File: src/rtl/fpga_cfg_chain_loader.sv
// Loads a serial configuration-flip-flop chain from a word stream, then releases fabric reset.
// Optional CRC-8 check of the shifted bits is enabled with `define FPGA_CFG_CRC_EN.
//
// state   | meaning
// IDLE    | waiting for cfg_start, fabric held in reset
// LOAD    | s_ready high, waiting for the next bitstream word
// SHIFT   | one bit per cycle into ccff_head with prog_en high
// CRC     | (FPGA_CFG_CRC_EN only) accepts the expected-CRC word
// RELEASE | chain full, fabric_reset held for RELEASE_CYCLES cycles
// DONE    | fabric running, done high
module fpga_cfg_chain_loader #(
    parameter int CHAIN_LEN      = 1024,
    parameter int WORD_W         = 8,
    parameter int RELEASE_CYCLES = 4
) (
    input  logic              clk,
    input  logic              reset,
    input  logic              cfg_start,
    input  logic [WORD_W-1:0] s_data,
    input  logic              s_valid,
    output logic              s_ready,
    output logic              ccff_head,
    input  logic              ccff_tail,
    output logic              prog_en,
    output logic              fabric_reset,
    output logic              busy,
    output logic              done,
    output logic              error
);
    localparam int CNT_W = $clog2(CHAIN_LEN + 1);
    localparam int WC_W  = $clog2(WORD_W + 1);
    localparam int RC_W  = $clog2(RELEASE_CYCLES + 1);
    localparam logic [CNT_W-1:0] LAST_BIT = CNT_W'(CHAIN_LEN - 1);

`ifdef FPGA_CFG_CRC_EN
    typedef enum logic [2:0] {S_IDLE, S_LOAD, S_SHIFT, S_CRC, S_RELEASE, S_DONE} state_t;
`else
    typedef enum logic [2:0] {S_IDLE, S_LOAD, S_SHIFT, S_RELEASE, S_DONE} state_t;
`endif

    state_t            state, state_next;
    logic [WORD_W-1:0] sreg;
    logic [CNT_W-1:0]  bit_cnt;
    logic [WC_W-1:0]   wrem;
    logic [RC_W-1:0]   rel_cnt;
    logic              accept;
    logic              start_ok;
    logic              unused_tail;

    assign unused_tail = ccff_tail;
    assign accept      = s_valid && s_ready;
    assign start_ok    = cfg_start && (state == S_IDLE || state == S_DONE);

`ifdef FPGA_CFG_CRC_EN
    logic [7:0]        crc;
    logic [7:0]        crc_word;
    logic [WORD_W+7:0] crc_ext;
    logic              crc_match;
    logic              error_q;

    assign crc_ext   = {8'h00, s_data};
    assign crc_word  = crc_ext[7:0];
    assign crc_match = (crc_word == crc);
    assign error     = error_q;

    // MSB-first CRC-8, poly 0x07, updated with each bit as it leaves on ccff_head
    always_ff @(posedge clk) begin
        if (reset) begin
            crc     <= 8'h00;
            error_q <= 1'b0;
        end else if (start_ok) begin
            crc     <= 8'h00;
            error_q <= 1'b0;
        end else if (state == S_SHIFT) begin
            crc <= {crc[6:0], 1'b0} ^ ({8{crc[7] ^ ccff_head}} & 8'h07);
        end else if (state == S_CRC && accept && !crc_match) begin
            error_q <= 1'b1;
        end
    end
`else
    assign error = 1'b0;
`endif

    always_ff @(posedge clk) begin
        if (reset) state <= S_IDLE;
        else       state <= state_next;
    end

    always_comb begin
        state_next = state;
        case (state)
            S_IDLE, S_DONE: if (cfg_start) state_next = S_LOAD;
            S_LOAD:         if (accept) state_next = S_SHIFT;
            S_SHIFT: begin
                if (bit_cnt == LAST_BIT) begin
`ifdef FPGA_CFG_CRC_EN
                    state_next = S_CRC;
`else
                    state_next = S_RELEASE;
`endif
                end else if (wrem == '0) begin
                    state_next = S_LOAD;
                end
            end
`ifdef FPGA_CFG_CRC_EN
            S_CRC:          if (accept) state_next = crc_match ? S_RELEASE : S_IDLE;
`endif
            S_RELEASE:      if (rel_cnt == '0) state_next = S_DONE;
            default:        state_next = S_IDLE;
        endcase
    end

    always_comb begin
        s_ready      = 1'b0;
        busy         = 1'b0;
        done         = 1'b0;
        fabric_reset = 1'b1;
        case (state)
            S_LOAD:    begin s_ready = 1'b1; busy = 1'b1; end
            S_SHIFT:   busy = 1'b1;
`ifdef FPGA_CFG_CRC_EN
            S_CRC:     begin s_ready = 1'b1; busy = 1'b1; end
`endif
            S_RELEASE: busy = 1'b1;
            S_DONE:    begin done = 1'b1; fabric_reset = 1'b0; end
            default:   ;
        endcase
    end

    // ccff_head/prog_en are registered from the next state so a word accepted
    // in cycle N presents its first bit in cycle N+1
    always_ff @(posedge clk) begin
        if (reset) begin
            sreg      <= '0;
            bit_cnt   <= '0;
            wrem      <= '0;
            rel_cnt   <= '0;
            ccff_head <= 1'b0;
            prog_en   <= 1'b0;
        end else begin
            prog_en <= (state_next == S_SHIFT);
            if (start_ok) bit_cnt <= '0;
            if (state == S_LOAD && accept) begin
                ccff_head <= s_data[0];
                sreg      <= s_data >> 1;
                wrem      <= WC_W'(WORD_W - 1);
            end
            if (state == S_SHIFT) begin
                bit_cnt <= bit_cnt + 1'b1;
                if (state_next == S_SHIFT) begin
                    ccff_head <= sreg[0];
                    sreg      <= sreg >> 1;
                    wrem      <= wrem - 1'b1;
                end
            end
            if (state_next == S_RELEASE && state != S_RELEASE)
                rel_cnt <= RC_W'(RELEASE_CYCLES - 1);
            else if (state == S_RELEASE && rel_cnt != '0)
                rel_cnt <= rel_cnt - 1'b1;
        end
    end
endmodule
File: config.mk
export PLATFORM = sky130hd
export DESIGN_NAME = fpga_cfg_chain_loader
export DESIGN_NICKNAME = d
export VERILOG_FILES = /design/src/rtl/fpga_cfg_chain_loader.sv
export SDC_FILE = /design/constraint.sdc
export NUM_CORES = 1
export LEC_CHECK = 0
export CAP_MARGIN = 20
export CORE_MARGIN = 5
export CORE_UTILIZATION = 47
export CTS_CLUSTER_DIAMETER = 100
export DETAILED_ROUTE_END_ITERATION = 16
export PLACE_DENSITY = 0.66
export RECOVER_POWER = 25
export SLEW_MARGIN = 0
export SYNTH_ARGS = -nofsm -noshare
export SYNTH_HDL_FRONTEND = slang
export SYNTH_SLANG_ARGS = --single-unit
File: constraint.sdc
create_clock -name clk -period 4.44 [get_ports clk]
set_input_delay 1.11 -clock clk [delete_from_list [all_inputs] [get_ports clk]]
set_output_delay 1.11 -clock clk [all_outputs]
set_load 0.005 [all_outputs]
==> results.toml, run 1 <==
[critical_path]
cp_max_fo = 9
end_kind = "primary output"
cp.required_ns = 3.33
critPathKind = "flip-flop to primary output"
worstPathArrival_ns = 1.58
start_kind = "flip-flop"

[cells_and_area]
layout-drive-gt1-share_pct = 6.77
postLayoutCellArea_mm2 = 0.00180
areaGrowthSynthToFinish_pct = 14.4
register_area_um2 = 621
n_antenna_cell = 0
finalNetCount = 210
nFillCells = 314
multi_input_area_um2 = 848

[cts]
cts.reportedPaths.clkPinSlew_ns = 0.09
clock-sinks = 31
cts_made_buffers = 5
clockBufferDepth = 2
cts_setup_buffers = 0
root_buffer = "clkbuf_4"
htreeDepth = 2
cts_resized = 0
cts_tree = "yes"
cts_hold_buffers = 0
clk_latency_ns = 0.33

[floorplan]
rows = 21
io_pins = 20
start_util_pct = 48.0
die_w_um = 67.9
die-area_mm2 = 0.00461
core_area_mm2 = 0.00328
chipHeight_um = 67.9

[grt]
grt_pass1_wl_um = 6040
grt_max_degree = 32
antenna_found_initial = 0
grt_use_total_pct = 17.4
grt_pass1_vias = 1381
grt.overflow.total = 0

[route]
dr.pass1.iters = 4
route.met2.wl_um = 1610
drc = 0
ant_nets = 0
vias = 1381
vias_per_cell = 5.80
drt-initial-drc-count = 71
routed_wl_um = 3380
drt-met1-wl_um = 1510
avgRoutedWirePerCell_um = 14.2
top_layer_used = "met4"
wl_met3_um = 206

[run_status]
outcome = "finished clean"

[sta]
hold_viol_final = 0
max_freq_mhz = 372
hold_slack_ns = 0.461
worst_slew_pin_slew_ns = 0.896
finClkSkew_ns = 0.00994
tns_ns = 0
period_share_pct = 60.5
min_period_ns = 2.69
setup_viol_count_final = 0
maxSlewViolCount = 0
grt_setup_unrepaired = "no"
slew-limit-headroom_pct = 39.5

[yosys]
syn_avg_cell_area_um2 = 8.81
synthMuxAreaShare_pct = 6.43
ys_seq_elements = 31
syn_area_mm2 = 0.00158
synth-compound-area-share_pct = 19.5
synth_fa_ha_area_share_pct = 3.17
postSynthCellCount = 179
synthTopCellsByArea = "dfxtp_1 39%, mux2i_1 5.7%, a21oi_1 5.4%"
synth-xor-area-share_pct = 0.556
ys_seq_area_share_pct = 39.4
synth.largest_area_cell = "dfxtp_1"
postSynth.asyncResetShare_pct = 0
synth_top_area_share_pct = 39.4
synth-edff-count = 0
synth_top_family_by_area = "simple AND/OR/NAND/NOR gates"
syn-num-nets = 196
synth_cell_types = 44
yosys.area_share.simple_pct = 24.1
ys.warnings.count = 0
synth_ff_type = "dfxtp_1"

[flow_run]
maxCapViolCount = 0

[worst_hold_path]
hp-class = "flip-flop to flip-flop"

[place]
hpwl_um = 2360
port_buffers = 17
gp_congestion = 0.799
post_dp_cell_area_mm2 = 0.00174

[power_and_ir_drop]
peakVddDrop_uv = 165
powerDensity_mw_per_mm2 = 286
total_power_uw = 516
leakagePower_nw = 0.584
==> cell families (layout without fill, tap and decap cells) <==
family / after synthesis / count (layout)
buffers and inverters: 20 / 33
XOR/XNOR: 1 / 1
multiplexers: 10 / 10
flip-flops: 31 / 31
AND/OR/NAND/NOR: 65 / 65
adder cells (fa/ha/maj): 4 / 4
AO/OA/AOI/OAI: 47 / 47
other: 1 / 1
==> through the flow <==
step	utilization (%)	setup slack [ns]	std cells
3_5_place_dp	52.9	1.63	231
6_report	54.9	1.75	238
2_1_floorplan	-	2.23	179
5_1_grt	54.9	1.62	238
3_3_place_gp	52.9	1.66	231
4_1_cts	54.2	1.71	237
==> cells in the final DEF, fill, tap and decap left out, drive strengths merged, types with 3 or more instances in the layout <==
cell type	instances
nand3	4
nand2	8
ha	4
dfxtp	31
mux2i	9
clkbuf	6
nand4b	3
a21oi	17
or3b	3
o21ai	8
clkdlybuf4s50	16
nor3	13
nor3b	3
a211oi	8
a311oi	4
inv	8
nor2	16
==> critical path: stages, from the launching register on <==
cell,delay [ns]
dfxtp_1,0.38
nor2_1,0.20
nand2_1,0.11
inv_1,0.08
clkdlybuf4s50_1,0.49
==> routing by layer <==
layer  up-vias  GRT usage (%)
li1        687              -
met1       651           20.3
met3         5           5.91
met5         -              0
met4         0           7.20
met2        38           29.0
==> state kept, by name, summed over array words and instances (netlist names) <==
register and count:
bit_cnt 11, prog_en 1, state 3, ccff_head 1, wrem 4, sreg 8
rel_cnt 3
==> final timing paths <==
kind,to,start,slack [ns],depth (start not counted)
max,done,state[1],1.75,4
min,sreg[7],sreg[7],0.46,2
max reg2reg,sreg[6],state[1],1.99,4
min reg2reg,sreg[7],sreg[7],0.46,2
==> Yosys cell counts, types with 6 or more instances <==
library cell	count
dfxtp_1	31
a21oi_1	17
nor2_1	16
nor3_1	13
mux2i_1	9
a211oi_1	8
inv_1	8
nand2_1	8
o21ai_0	8
clkbuf_1	6
==> power breakdown <==
| part | leakage (nW) | switching, mW | total (mW) | internal, mW |
|---|---|---|---|---|
| clock network | 0.0242 | 0.0892 | 0.145 | 0.0562 |
| logic | 0.309 | 0.0365 | 0.0748 | 0.0383 |
| registers | 0.251 | 0.00834 | 0.296 | 0.288 |
==> final cells by class <==
cell class	count	share of cell area (%)
multi-input cells	128	47.1
clock buffers	6	2.29
repair buffers	19	11.4
flip-flops and latches	31	34.4
inverters	8	1.67
well taps	46	3.19
Note: power is estimated with default switching activity, not from simulation.
==> run 2, diff against run 1 <==
==> constraint.sdc (replaced) <==
create_clock -name clk -period 2.8 [get_ports clk]
set_input_delay 0.7 -clock clk [delete_from_list [all_inputs] [get_ports clk]]
set_output_delay 0.7 -clock clk [all_outputs]
set_load 0.005 [all_outputs]
==> run 2 against run 1 <==
Non-clock buffer count up 2. Sequential cell count unchanged. Combinational power up 52%. Register-to-register slack worse by 1.6 ns. Final area up 1.2%. Total power up 70%. Global-route usage down 0.83 points. Sequential power up 58%. Sequential share of layout area down 0.42 points. Highest routed layer unchanged. Clock-buffer cell count up 2. Die area unchanged. Final cell count up 1.7%.
==> results.toml, run 2 (synthesized netlist as in run 1, its figures left out) <==
[grt]
grt_pass1_wl_um = 5790
grt.overflow.total = 0
grt_max_degree = 20
top_usage_layer = "met2"
met3_usage_pct = 5.75
met2_usage_pct = 29.2
grtUsageMet1_pct = 17.9
grt_pass1_vias = 1361
grt_use_total_pct = 16.6
antenna_found_initial = 0

[cells_and_area]
finalNetCount = 212
final_common_cell = "dfxtp_1"
layout-drive-gt1-share_pct = 8.67
top_register = "bit_cnt"
n_antenna_cell = 0
largest_reg_flops = 11
fin_cells = 242
layout_common_cells = "31 x dfxtp_1, 17 x a21oi_1, 16 x nor2_1"
top_regs = "bit_cnt (11), sreg (8), wrem (4)"
areaGrowthSynthToFinish_pct = 15.8

[place]
place_inst = 234
hpwl_um = 2450
gp_congestion = 0.808
place_ws_ns = 0.443
port_buffers = 17

[cts]
clk_latency_ns = 0.33
cts.reportedPaths.clkPinSlew_ns = 0.09
cts_made_buffers = 5
cts_hold_buffers = 0
htreeDepth = 2
cts_resized = 0
cts_tree = "yes"
cts_setup_buffers = 0
root_buffer = "clkbuf_4"
clock-sinks = 31
clockBufferDepth = 2

[sta]
worst_slew_pin_slew_ns = 0.717
max_freq_mhz = 422
layout_setup_ws_ns = 0.430
slew-limit-headroom_pct = 52.1
tns_ns = 0
finClkSkew_ns = 0.0102
hold_slack_ns = 0.461
setup_viol_count_final = 0
min_period_ns = 2.37
period_share_pct = 84.6
hold_viol_final = 0
grt_setup_unrepaired = "no"
maxSlewViolCount = 0

[floorplan]
io_pins = 20
core_area_mm2 = 0.00328
start_util_pct = 48.0
die-area_mm2 = 0.00461
die_w_um = 67.9
chipHeight_um = 67.9
rows = 21

[critical_path]
path_cells = "or3b_1 -> or4_4 -> nand2_1 -> a211oi_1"
cp.required_ns = 2.97
cp_slowest_stage_delay_ns = 0.70
slowest_stage = "or4_4"
critPathTopFamily = "simple AND/OR/NAND/NOR gates"
cp_max_fo = 17
end_kind = "flip-flop"
worstPathArrival_ns = 2.54
critPathKind = "flip-flop to flip-flop"
start_kind = "flip-flop"
worst-path-buf-inv = 0

[route]
dr.pass1.iters = 4
vias_per_cell = 5.79
drt-initial-drc-count = 93
routed_wl_um = 3310
ant_nets = 0
vias = 1401
drc = 0
avgRoutedWirePerCell_um = 13.7

[power_and_ir_drop]
powerDensity_mw_per_mm2 = 481
leakagePower_nw = 0.603
peakVddDrop_uv = 239

[worst_hold_path]
hp-class = "flip-flop to flip-flop"

[flow_run]
maxCapViolCount = 0

[run_status]
outcome = "finished clean"
run 2: cell types whose count changed in the layout (fill, tap and decap cells not counted), sizes merged:
cell | previous run | this run
buf | 2 | 3
dlygate4sd3 | 1 | 2
clkbuf | 6 | 9
clkdlybuf4s50 | 16 | 15
run 2: per-layer routing:
metal | routed length, um | share of wire (%) | vias to the layer above
li1 | - | - | 698
met5 | 0 | 0 | -
met1 | 1470 | 44 | 657
met4 | 70 | 2.1 | 0
met3 | 175 | 5.3 | 9
met2 | 1590 | 48 | 37
run 2: worst paths after layout:
check	from	to	slack (ns)	cells after the start
worst min-delay path	sreg[7]	sreg[7]	0.46	2
worst max-delay path	state[1]	sreg[1]	0.43	4
worst min register to register	sreg[7]	sreg[7]	0.46	2
worst max register to register	state[1]	sreg[1]	0.43	4
run 2: area by class of cell:
class                      count  area, um2
multi-input combinational    128        852
fill                         321       1460
timing repair buffer          21        196
clock buffer                   8       68.8
sequential                    31        621
inverter                       8       30.0
tap                           46       57.6
run 2: power breakdown:
group	leakage [nW]	internal, mW	switching (mW)
combinational	0.313	0.0569	0.0570
clock	0.0386	0.148	0.146
sequential	0.251	0.456	0.0133
total	0.603	0.661	0.217
run 2: metrics by stage:
| step | instance area, um2 | utilization, % | total power [mW] |
|---|---|---|---|
| after floorplan | 1580 | - | 0.554 |
| after global placement | 1760 | 53.6 | 0.588 |
| after detailed placement | 1760 | 53.6 | 0.594 |
| after CTS | 1830 | 55.7 | 0.887 |
| after global routing | 1830 | 55.6 | 0.921 |
| final | 1830 | 55.6 | 0.877 |
run 2: worst reg2reg max path, delay by kind of cell (launching register included):
| kind | cells | cell delay [ns] |
|---|---|---|
| flops | 1 | 0.47 |
| compound gates | 1 | 0.14 |
| simple gates | 3 | 1.62 |
